==> config.mk <==
export PLATFORM = sky130hd
export DESIGN_NAME = uart_rx_fifo_flat
export DESIGN_NICKNAME = d
export VERILOG_FILES = /design/src/rtl/uart_pkg.sv /design/src/rtl/uart_rx_fifo_if.sv /design/src/rtl/uart_rx_fifo_mem.sv /design/src/rtl/uart_rx_fifo.sv /design/src/flat_wrapper.sv
export SDC_FILE = /design/constraint.sdc
export NUM_CORES = 1
export LEC_CHECK = 0
export ABC_AREA = 1
export BUFFER_PORTS_ARGS = -buffer_cell sky130_fd_sc_hd__buf_2
export CAP_MARGIN = 20
export CORE_UTILIZATION = 35
export CTS_BUF_LIST = sky130_fd_sc_hd__clkbuf_4
export CTS_CLUSTER_SIZE = 16
export DETAILED_ROUTE_END_ITERATION = 7
export PLACE_DENSITY_LB_ADDON = 0.1
export SETUP_SLACK_MARGIN = 0.3
export SKIP_CTS_REPAIR_TIMING = 1
export SLEW_MARGIN = 20
export SYNTH_ARGS = -nofsm -noshare
export SYNTH_HDL_FRONTEND = slang
export SYNTH_HIERARCHICAL = 1
export SYNTH_SLANG_ARGS = --single-unit
==> constraint.sdc <==
create_clock -name clock_i -period 2.1 [get_ports clock_i]
set_input_delay 0.21 -clock clock_i [delete_from_list [all_inputs] [get_ports clock_i]]
set_output_delay 0.21 -clock clock_i [all_outputs]
set_load 0.02 [all_outputs]
==> src/rtl/uart_pkg.sv <==
`default_nettype none
// ============================================================================
// Module : uart_pkg
// Brief  : Shared UART receive-path constants, FIFO operation encoding and
//          the depth-to-occupancy-width helper.
// Rev    : 1.0
// ============================================================================
package uart_pkg;

    localparam int DATA_WIDTH_DEF = 8;
    localparam int PKT_LEN_W      = 10;

    // Bit 1 = read accepted, bit 0 = write accepted.
    typedef enum logic [1:0] {
        OP_IDLE  = 2'd0,
        OP_WRITE = 2'd1,
        OP_READ  = 2'd2,
        OP_BOTH  = 2'd3
    } fifo_op_e;

    // Occupancy must represent 0..DEPTH inclusive.
    function automatic int count_width(input int depth);
        return $clog2(depth) + 1;
    endfunction

endpackage
`default_nettype wire

==> src/rtl/uart_rx_fifo_if.sv <==
`default_nettype none
// ============================================================================
// Module : uart_rx_fifo_if
// Brief  : Producer/consumer bundle for the UART receive FIFO.
// Rev    : 1.0
// ============================================================================
interface uart_rx_fifo_if
    import uart_pkg::*;
#(
    parameter int DEPTH      = 16,
    parameter int DATA_WIDTH = DATA_WIDTH_DEF
) ();

    localparam int CNT_W = count_width(DEPTH);

    logic                  rx_data_valid;
    logic [DATA_WIDTH-1:0] rx_data_byte;
    logic [PKT_LEN_W-1:0]  bytes_to_rx;
    logic                  clear;
    logic                  rd_en;
    logic [DATA_WIDTH-1:0] rd_data;
    logic                  rd_valid;
    logic                  empty;
    logic                  full;
    logic [CNT_W-1:0]      count;
    logic                  overflow;
    logic                  packet_done;

    modport master (
        output rx_data_valid, rx_data_byte, bytes_to_rx, clear, rd_en,
        input  rd_data, rd_valid, empty, full, count, overflow, packet_done
    );

    modport slave (
        input  rx_data_valid, rx_data_byte, bytes_to_rx, clear, rd_en,
        output rd_data, rd_valid, empty, full, count, overflow, packet_done
    );

endinterface
`default_nettype wire

==> src/rtl/uart_rx_fifo_mem.sv <==
`default_nettype none
// ============================================================================
// Module : uart_rx_fifo_mem
// Brief  : DEPTH x DATA_WIDTH storage, one write port, one registered
//          read-first read port, no reset.
// Rev    : 1.0
// ============================================================================
module uart_rx_fifo_mem #(
    parameter int DEPTH      = 16,
    parameter int DATA_WIDTH = 8
) (
    input  logic                     clock_i,
    input  logic                     wr_en_i,
    input  logic [$clog2(DEPTH)-1:0] wr_addr_i,
    input  logic [DATA_WIDTH-1:0]    wr_data_i,
    input  logic                     rd_en_i,
    input  logic [$clog2(DEPTH)-1:0] rd_addr_i,
    output logic [DATA_WIDTH-1:0]    rd_data_o
);

    logic [DATA_WIDTH-1:0] mem_q [DEPTH];
    logic [DATA_WIDTH-1:0] rd_data_q;

    // Same-address read and write (full FIFO) returns the old entry.
    always_ff @(posedge clock_i) begin
        if (wr_en_i) begin
            mem_q[wr_addr_i] <= wr_data_i;
        end
        if (rd_en_i) begin
            rd_data_q <= mem_q[rd_addr_i];
        end
    end

    assign rd_data_o = rd_data_q;

endmodule
`default_nettype wire

==> src/rtl/uart_rx_fifo.sv <==
`default_nettype none
// ============================================================================
// Module : uart_rx_fifo
// Brief  : Byte FIFO behind a UART receiver with overflow flag and
//          packet-length tracking.
// Rev    : 1.0
// ============================================================================
module uart_rx_fifo
    import uart_pkg::*;
#(
    parameter int DEPTH      = 16,
    parameter int DATA_WIDTH = DATA_WIDTH_DEF
) (
    input  logic         clock_i,
    input  logic         reset_i,
    uart_rx_fifo_if.slave fifo_if
);

    localparam int PTR_W = $clog2(DEPTH);
    localparam int CNT_W = count_width(DEPTH);
    localparam logic [CNT_W-1:0] CNT_FULL = CNT_W'(DEPTH);

    logic [PTR_W-1:0]      wr_ptr_q, wr_ptr_d;
    logic [PTR_W-1:0]      rd_ptr_q, rd_ptr_d;
    logic [CNT_W-1:0]      count_q, count_d;
    logic                  empty_q, empty_d;
    logic                  full_q, full_d;
    logic                  overflow_q, overflow_d;
    logic [PKT_LEN_W-1:0]  pkt_cnt_q, pkt_cnt_d;
    logic                  packet_done_q, packet_done_d;
    logic                  rd_valid_q, rd_valid_d;
    logic                  rd_seen_q, rd_seen_d;

    logic                  rd_accept;
    logic                  wr_accept;
    fifo_op_e              op;
    logic [PKT_LEN_W-1:0]  pkt_next;
    logic [DATA_WIDTH-1:0] mem_rdata;

    uart_rx_fifo_mem #(
        .DEPTH      (DEPTH),
        .DATA_WIDTH (DATA_WIDTH)
    ) u_mem (
        .clock_i   (clock_i),
        .wr_en_i   (wr_accept),
        .wr_addr_i (wr_ptr_q),
        .wr_data_i (fifo_if.rx_data_byte),
        .rd_en_i   (rd_accept),
        .rd_addr_i (rd_ptr_q),
        .rd_data_o (mem_rdata)
    );

    always_comb begin
        rd_accept = fifo_if.rd_en && !empty_q && !fifo_if.clear;
        wr_accept = fifo_if.rx_data_valid && (!full_q || rd_accept) && !fifo_if.clear;
        op        = fifo_op_e'({rd_accept, wr_accept});
        pkt_next  = pkt_cnt_q + PKT_LEN_W'(1);

        wr_ptr_d      = wr_ptr_q;
        rd_ptr_d      = rd_ptr_q;
        count_d       = count_q;
        overflow_d    = overflow_q;
        pkt_cnt_d     = pkt_cnt_q;
        packet_done_d = 1'b0;
        rd_valid_d    = rd_accept;
        rd_seen_d     = rd_seen_q | rd_accept;

        if (wr_accept) begin
            wr_ptr_d = wr_ptr_q + PTR_W'(1);
        end
        if (rd_accept) begin
            rd_ptr_d = rd_ptr_q + PTR_W'(1);
        end

        case (op)
            OP_WRITE: count_d = count_q + CNT_W'(1);
            OP_READ:  count_d = count_q - CNT_W'(1);
            default:  count_d = count_q;
        endcase

        if (fifo_if.rx_data_valid && !wr_accept) begin
            overflow_d = 1'b1;
        end

        // A length lowered below the running count restarts the packet silently.
        if (fifo_if.bytes_to_rx == '0) begin
            pkt_cnt_d = '0;
        end else if (wr_accept) begin
            if (pkt_next == fifo_if.bytes_to_rx) begin
                pkt_cnt_d     = '0;
                packet_done_d = 1'b1;
            end else if (pkt_next > fifo_if.bytes_to_rx) begin
                pkt_cnt_d = '0;
            end else begin
                pkt_cnt_d = pkt_next;
            end
        end

        if (fifo_if.clear) begin
            wr_ptr_d      = '0;
            rd_ptr_d      = '0;
            count_d       = '0;
            overflow_d    = 1'b0;
            pkt_cnt_d     = '0;
            packet_done_d = 1'b0;
        end

        empty_d = (count_d == '0);
        full_d  = (count_d == CNT_FULL);
    end

    always_ff @(posedge clock_i or posedge reset_i) begin
        if (reset_i) begin
            wr_ptr_q      <= '0;
            rd_ptr_q      <= '0;
            count_q       <= '0;
            empty_q       <= 1'b1;
            full_q        <= 1'b0;
            overflow_q    <= 1'b0;
            pkt_cnt_q     <= '0;
            packet_done_q <= 1'b0;
            rd_valid_q    <= 1'b0;
            rd_seen_q     <= 1'b0;
        end else begin
            wr_ptr_q      <= wr_ptr_d;
            rd_ptr_q      <= rd_ptr_d;
            count_q       <= count_d;
            empty_q       <= empty_d;
            full_q        <= full_d;
            overflow_q    <= overflow_d;
            pkt_cnt_q     <= pkt_cnt_d;
            packet_done_q <= packet_done_d;
            rd_valid_q    <= rd_valid_d;
            rd_seen_q     <= rd_seen_d;
        end
    end

    // Storage has no reset, so rd_data is masked to zero until the first pop.
    assign fifo_if.rd_data     = rd_seen_q ? mem_rdata : '0;
    assign fifo_if.rd_valid    = rd_valid_q;
    assign fifo_if.empty       = empty_q;
    assign fifo_if.full        = full_q;
    assign fifo_if.count       = count_q;
    assign fifo_if.overflow    = overflow_q;
    assign fifo_if.packet_done = packet_done_q;

endmodule
`default_nettype wire

==> src/flat_wrapper.sv <==
// flat-port wrapper written by rule: the top's interface ports become plain ports
module uart_rx_fifo_flat import uart_pkg::*;
#(
    parameter int DEPTH      = 16,
    parameter int DATA_WIDTH = DATA_WIDTH_DEF
)
  (clock_i, reset_i, fifo_if_rx_data_valid, fifo_if_rx_data_byte, fifo_if_bytes_to_rx, fifo_if_clear, fifo_if_rd_en, fifo_if_rd_data, fifo_if_rd_valid, fifo_if_empty, fifo_if_full, fifo_if_count, fifo_if_overflow, fifo_if_packet_done);
  uart_rx_fifo_if #(.DEPTH(DEPTH), .DATA_WIDTH(DATA_WIDTH)) fifo_if_i ();
  input  logic clock_i;
  input  logic reset_i;
  input wire logic [$bits(fifo_if_i.rx_data_valid)-1:0] fifo_if_rx_data_valid;
  input wire logic [$bits(fifo_if_i.rx_data_byte)-1:0] fifo_if_rx_data_byte;
  input wire logic [$bits(fifo_if_i.bytes_to_rx)-1:0] fifo_if_bytes_to_rx;
  input wire logic [$bits(fifo_if_i.clear)-1:0] fifo_if_clear;
  input wire logic [$bits(fifo_if_i.rd_en)-1:0] fifo_if_rd_en;
  output wire logic [$bits(fifo_if_i.rd_data)-1:0] fifo_if_rd_data;
  output wire logic [$bits(fifo_if_i.rd_valid)-1:0] fifo_if_rd_valid;
  output wire logic [$bits(fifo_if_i.empty)-1:0] fifo_if_empty;
  output wire logic [$bits(fifo_if_i.full)-1:0] fifo_if_full;
  output wire logic [$bits(fifo_if_i.count)-1:0] fifo_if_count;
  output wire logic [$bits(fifo_if_i.overflow)-1:0] fifo_if_overflow;
  output wire logic [$bits(fifo_if_i.packet_done)-1:0] fifo_if_packet_done;
  assign fifo_if_i.rx_data_valid = fifo_if_rx_data_valid;
  assign fifo_if_i.rx_data_byte = fifo_if_rx_data_byte;
  assign fifo_if_i.bytes_to_rx = fifo_if_bytes_to_rx;
  assign fifo_if_i.clear = fifo_if_clear;
  assign fifo_if_i.rd_en = fifo_if_rd_en;
  assign fifo_if_rd_data = fifo_if_i.rd_data;
  assign fifo_if_rd_valid = fifo_if_i.rd_valid;
  assign fifo_if_empty = fifo_if_i.empty;
  assign fifo_if_full = fifo_if_i.full;
  assign fifo_if_count = fifo_if_i.count;
  assign fifo_if_overflow = fifo_if_i.overflow;
  assign fifo_if_packet_done = fifo_if_i.packet_done;
  uart_rx_fifo #(.DEPTH(DEPTH), .DATA_WIDTH(DATA_WIDTH)) u_core (.clock_i(clock_i), .reset_i(reset_i), .fifo_if(fifo_if_i));
endmodule
# After elaboration in Yosys (flattened, before gate mapping)
# Memory sizes are Yosys's and may differ from the RTL's. A register that Yosys moved wholly into a read port is not among the register bits.
# Cells that the tools add are included.
[totals]
ram_bits = 128
elab_cells = 58
register_bits = 29
mem_count = 1
[classes]
n_lt_le_gt_ge = 1
eq_ne = 4
bitwise_logic = 1
reduce_logical = 16
mux = 20
add_sub_neg = 5
[memory_table]
columns = ["name", "depth", "word_bits", "rd", "rd_clocked_by_memory_dff", "wr", "line_no", "rtl"]
rows = [
  ["u_core.u_mem.mem_q", 16, 8, 1, 1, 1, "uart_rx_fifo_mem.sv:21", "logic [DATA_WIDTH-1:0] mem_q [DEPTH];"],
]
[ops]
columns = ["operator", "count"]
rows = [
  ["$mux W10", 5],
  ["$mux W4", 4],
  ["$add A10 B1 Y10 const B", 1],
  ["$eq A10 B10 Y1", 1],
  ["$gt A10 B10 Y1", 1],
  ["$logic_not A10 Y1", 1],
  ["$pmux W5 S2", 1],
  ["$add A4 B1 Y4 const B", 2],
  ["$mux W1", 8],
  ["$mux W8", 1],
  ["$reduce_bool A2 Y1", 3],
  ["$add A5 B1 Y5 const B", 1],
  ["$eq A5 B5 Y1 const B", 1],
  ["$logic_and A1 B1 Y1", 5],
  ["$logic_not A5 Y1", 1],
  ["$mux W5", 1],
  ["$sub A5 B1 Y5 const B", 1],
  ["$logic_not A1 Y1", 4],
  ["$reduce_bool A3 Y1", 1],
  ["$eq A2 B1 Y1 const B", 1],
  ["$eq A2 B2 Y1 const B", 1],
  ["$logic_or A1 B1 Y1", 1],
  ["$or A1 B1 Y1", 1],
]

# Depth between registers and ports, before layout
[depth]
word_depth = 10
depth_mapped = 20
ltp_nobuf = 20

# By module
# The synthesis kept the hierarchy.
[modules_own_cells]
columns = ["module", "area_per_inst_um2", "cells_per_inst", "instances"]
rows = [
  ["uart_rx_fifo_mem", 5846.9, 551, 1],
  ["uart_rx_fifo", 1955.6, 264, 1],
]

# Worst setup path after synthesis
# No wires, ideal clock.
[synth_timing]
path_kind = "flip-flop to flip-flop"
start = "register u_core.empty_q (netlist: u_core/fifo_if.empty)"
end = "register u_core.empty_q (netlist: u_core/fifo_if.empty)"
t_arrival_ns = 2.320
synth_period_minus_slack_ns = 2.387
setup_slack_ns = -0.287
t_required_ns = 2.033
path_buffers = 0
path_stages_with_launch = 15
cell_sequence = "dfstp_2 > nor2_2 > nand2_2 > inv_1 > ha_1 > inv_2 > nand2_1 > nand2_1 > ha_1 > o21ai_0 > a21oi_1 > or2_0 > a21oi_1 > nand2_1 > nor2_1"
[synth_between]
elab_chain_cells = 10
word_cells_on_any_way = 11
cone_classes = "2 x eq/ne; 2 x mux; 7 x reduce/logical"
[synth_rtl]
columns = ["item", "line_no", "rtl"]
rows = [
  ["start, declared", "uart_rx_fifo.sv:26", "logic empty_q, empty_d;"],
  ["start signal, assigned", "uart_rx_fifo.sv:128", "empty_q <= empty_d;"],
  ["$logic_not A1 Y1 *", "uart_rx_fifo.sv:54", "rd_accept = fifo_if.rd_en && !empty_q && !fifo_if.clear;"],
  ["$logic_and A1 B1 Y1 * (2 in series)", "uart_rx_fifo.sv:54", ""],
  ["named net u_core.rd_accept", "uart_rx_fifo.sv:34", "logic rd_accept;"],
  ["$logic_or A1 B1 Y1", "uart_rx_fifo.sv:55", "wr_accept = fifo_if.rx_data_valid && (!full_q || rd_accept) && !fifo_if.clear;"],
  ["$logic_and A1 B1 Y1 (2 in series)", "uart_rx_fifo.sv:55", ""],
  ["$eq A2 B2 Y1 / $eq A2 B1 Y1 (equally long branches)", "uart_rx_fifo.sv:75", "case (op)"],
  ["$pmux W5 S2 *", "uart_rx_fifo.sv:75", ""],
  ["$mux W5 *", "uart_rx_fifo.sv:99", "if (fifo_if.clear) begin"],
  ["named net u_core.count_d[1]", "uart_rx_fifo.sv:25", "logic [CNT_W-1:0] count_q, count_d;"],
  ["$logic_not A5 Y1 *", "uart_rx_fifo.sv:108", "empty_d = (count_d == '0);"],
  ["named net u_core.empty_d", "uart_rx_fifo.sv:26", ""],
]
# Mark *: on every way through the listed nets, which the timed path passes. The rest lies on a longest branch.
# A chain may end at the register's enable or synchronous reset.

# Final worst setup path
[layout_timing]
start = "register u_core.pkt_cnt_q[0]"
end = "register u_core.pkt_cnt_q[1]"
[layout_between]
elab_chain_cells = 7
word_cells_on_any_way = 8
cone_classes = "1 x add/sub; 1 x order compare; 1 x eq/ne; 5 x mux"
[layout_rtl]
columns = ["item", "line_no", "rtl"]
rows = [
  ["start, declared", "uart_rx_fifo.sv:29", "logic [PKT_LEN_W-1:0] pkt_cnt_q, pkt_cnt_d;"],
  ["start signal, assigned", "uart_rx_fifo.sv:131", "pkt_cnt_q <= pkt_cnt_d;"],
  ["$add A10 B1 Y10 *", "uart_rx_fifo.sv:57", "pkt_next = pkt_cnt_q + PKT_LEN_W'(1);"],
  ["$gt A10 B10 Y1", "uart_rx_fifo.sv:92", "end else if (pkt_next > fifo_if.bytes_to_rx) begin"],
  ["$mux W10", "uart_rx_fifo.sv:92", ""],
  ["$mux W10 *", "uart_rx_fifo.sv:89", "if (pkt_next == fifo_if.bytes_to_rx) begin"],
  ["$mux W10 *", "uart_rx_fifo.sv:88", "end else if (wr_accept) begin"],
  ["$mux W10 *", "uart_rx_fifo.sv:86", "if (fifo_if.bytes_to_rx == '0) begin"],
  ["$mux W10 *", "uart_rx_fifo.sv:99", ""],
]
# Every way passes the cells marked *; elsewhere a longest branch is shown, timed or not. The select of a mux whose other input is x is not followed.

==> flow_metrics.tcl <==
set metrics [dict create \
    fill_cells 2158 \
    postLayoutCoreUtil_pct 42.64 \
    syn_area_per_cell_sq_um 9.574 \
    path_max_fanout 5 \
    intPower_w 0.004713 \
    synth_cell_type_count 33 \
    hold_violations 0 \
    yosys.area_share.simple_pct 23.36 \
    slew_headroom_pct 57.03 \
    grt_pass1_wl_mm 28.97 \
    arrival_ps 2830 \
    max-vdd-ir-drop_mv 0.3626 \
    area_growth_pct 19.28 \
    dieHeight_um 151.3 \
    synth_flop_cell "edfxtp_1" \
    drive_gt1_share_pct 22.38 \
    cts_tree "yes" \
    drc 0 \
    netlist_area_sq_mm 0.007802 \
    antenna_found_initial 1 \
    num_vias 5526 \
    drt-total-wl_mm 18.34 \
    status "finished, violations left" \
    place_hpwl_mm 12.21 \
    path_clk_slew_ps 140 \
    htree_levels 4 \
    firstDrtPassIters 4 \
    muxShareOfSynthArea_pct 0 \
    cts_made_buffers 17 \
    pwr_density_cell_mw_per_mm2 729.2 \
    track_usage_pct 17.17 \
    totalPowerFinal_w 0.006786 \
    synth-seq-cells 165 \
    synth_compound_area_share_pct 1.796 \
    ant_nets 0 \
    synth_top_family_by_area "simple AND/OR/NAND/NOR gates" \
    routedWlPerCell_um 15.32 \
    synth_edf_count 136 \
    clk_latency_ps 540 \
    ys_seq_area_share_pct 61.66 \
    setup_viol 13 \
    slowest_stage "dfrtp_1" \
    max_stage_delay_ps 450 \
    critical_path_class "register to register" \
    ios 41 \
    synthTopCellsByCount "nand2_1, inv_1, edfxtp_1" \
    p_switching_w 0.002073 \
    whs_ps 46.56 \
    synth_most_common_cell "nand2_1" \
    globalplace.congestion 0.7990 \
    violations "setup timing" \
    synthAdderAreaFrac_pct 2.566 \
    path_buf_inv 0 \
    syn_inst 815 \
    worst_pin_slew_ps 643.6 \
    vias_per_cell 4.617 \
    first_iter_violations 267 \
    cts-root-buf "clkbuf_4" \
    io_buffers 40 \
    setup_ws_ps -233.0 \
    nets 942 \
    crit_chain "ha_4, nand3_2, nor2_2, nand4_1, xnor2_2, ha_1, nand2_2, nor2_2, nor3b_2, nand2_2, nor2_4, nand3_2, nand2_1" \
    period_minus_slack_ps 2333 \
    pwr-share-seq_pct 54.7 \
    fin_skew_ps 19.37 \
    num_rows 54 \
    sw_frac_of_total_pct 30.55 \
    pwr-share-comb_pct 20.2 \
    worst_setup_path_start_kind "register" \
    core_area_sq_mm 0.02182 \
    dieArea_sq_mm 0.02289 \
    fin_crit_sh_pct 111.1 \
    synth_nets 854 \
    hp-class "input pin to register" \
    yosys-top-cells-area "edfxtp_1, nand2_1, dfrtp_1" \
    rsz0062_at_grt "yes" \
    slew_viol_final 0 \
    ys_async_sr_fraction_pct 17.58 \
    yosys_warnings 6 \
    clock_power_share_pct 25.2 \
    max_freq_ghz 0.4286 \
    grt_max_degree 44 \
    yosysTopAreaCell "edfxtp_1" \
    initial_core_util_pct 35.75 \
    grt_pass1_vias 5363 \
    synth-xor-area-share_pct 1.123 \
    overflow 0 \
    fp.dieW_um 151.3 \
    clock_sinks 165 \
    cp-end-kind "register" \
    p_leak_nw 4.186 \
    yosysTopAreaCellShare_pct 52.34 \
    clock_path_buffers 2 \
    worst_ep_required_time_ps 2590 \
    cap_violations 0 \
    cp_top_family "simple AND/OR/NAND/NOR gates" \
]
metal layers:
| metal | track usage (%) | part of all wire, % |
|---|---|---|
| met5 | 0 | 0 |
| met1 | 22.42 | 46 |
| met2 | 28.61 | 49 |
| met3 | 3.042 | 3.3 |
| met4 | 5.800 | 1.6 |
cells by family after synthesis:
family | Yosys count
AND/OR/NAND/NOR | 423
XOR/XNOR | 10
buffers and inverters | 176
adder cells (fa/ha/maj) | 16
AO/OA/AOI/OAI | 25
flip-flops | 165
area by class of cell:
| cell class | count | area [sq um] | share of cell area [%] |
|---|---|---|---|
| multi-input cells | 476 | 2604 | 27.98 |
| well taps | 280 | 350.3 | 3.764 |
| inverters | 150 | 584.3 | 6.279 |
| flip-flops and latches | 165 | 4812 | 51.71 |
| clock buffers | 19 | 142.6 | 1.533 |
| diodes | 1 | 2.502 | 0.02689 |
| repair buffers | 93 | 705.7 | 7.583 |
| clock inverters | 13 | 105.1 | 1.129 |
through the flow:
step / cells / setup TNS (ps) / worst slack (ps) / area, sq um
after CTS: 1186 / -2843 / -274.6 / 8885
after floorplan: 815 / -339.8 / -159.3 / 7900
after global routing: 1197 / -4421 / -379.3 / 9306
after detailed placement: 1154 / -2390 / -240.6 / 8637
after global placement: 1154 / -1621 / -160.3 / 8637
final: 1197 / -2355 / -233.0 / 9306
worst min-delay path, delay by kind of cell:
family / cells / cell delay (ps)
buf+inv: 2 / 160
simple gates: 1 / 100
compound gates: 1 / 80
registers in the layout, summed over array words and instances, names as in the netlist, 4 cells and up:
signal	count
u_core/wr_ptr_q	4
u_core/fifo_if.count	5
u_core/u_mem/rd_data_o	8
u_core/rd_ptr_q	4
u_core/u_mem/mem_q	128
u_core/pkt_cnt_q	10
worst paths after layout:
kind | cells past startpoint | slack, ps | start | to
hold reg to reg | 2 | 540 | u_core/fifo_if.overflow | u_core/fifo_if.overflow
hold / removal | 4 | 50 | fifo_if_clear | u_core/rd_ptr_q[0]
max in group asynchronous | 4 | 1520 | reset_i | u_core/fifo_if.empty
setup reg to reg | 13 | -230 | u_core/pkt_cnt_q[0] | u_core/pkt_cnt_q[1]
min in group asynchronous | 4 | 260 | reset_i | u_core/fifo_if.packet_done
setup / recovery | 13 | -230 | u_core/pkt_cnt_q[0] | u_core/pkt_cnt_q[1]
placed cells by master, fill, tap and decap left out, types with 12 or more instances in the layout:
cell,instances
a21oi_1,12
buf_2,40
buf_4,30
buf_6,16
clkbuf_4,19
dfrtp_1,27
edfxtp_1,136
ha_1,12
inv_1,139
nand2_1,234
nand2_2,12
nand3_1,111
nor2_1,13
nor2_4,19
power groups by stage:
stage / logic, W / clock network (W) / registers (W)
floorplan: 0.000848 / 0 / 0.00380
global placement: 0.00128 / 0 / 0.00377
detailed placement: 0.00129 / 0 / 0.00378
CTS: 0.00130 / 0.00180 / 0.00371
global route: 0.00154 / 0.00192 / 0.00372
finish: 0.00137 / 0.00171 / 0.00371
Power figures use the tool's default switching activity.
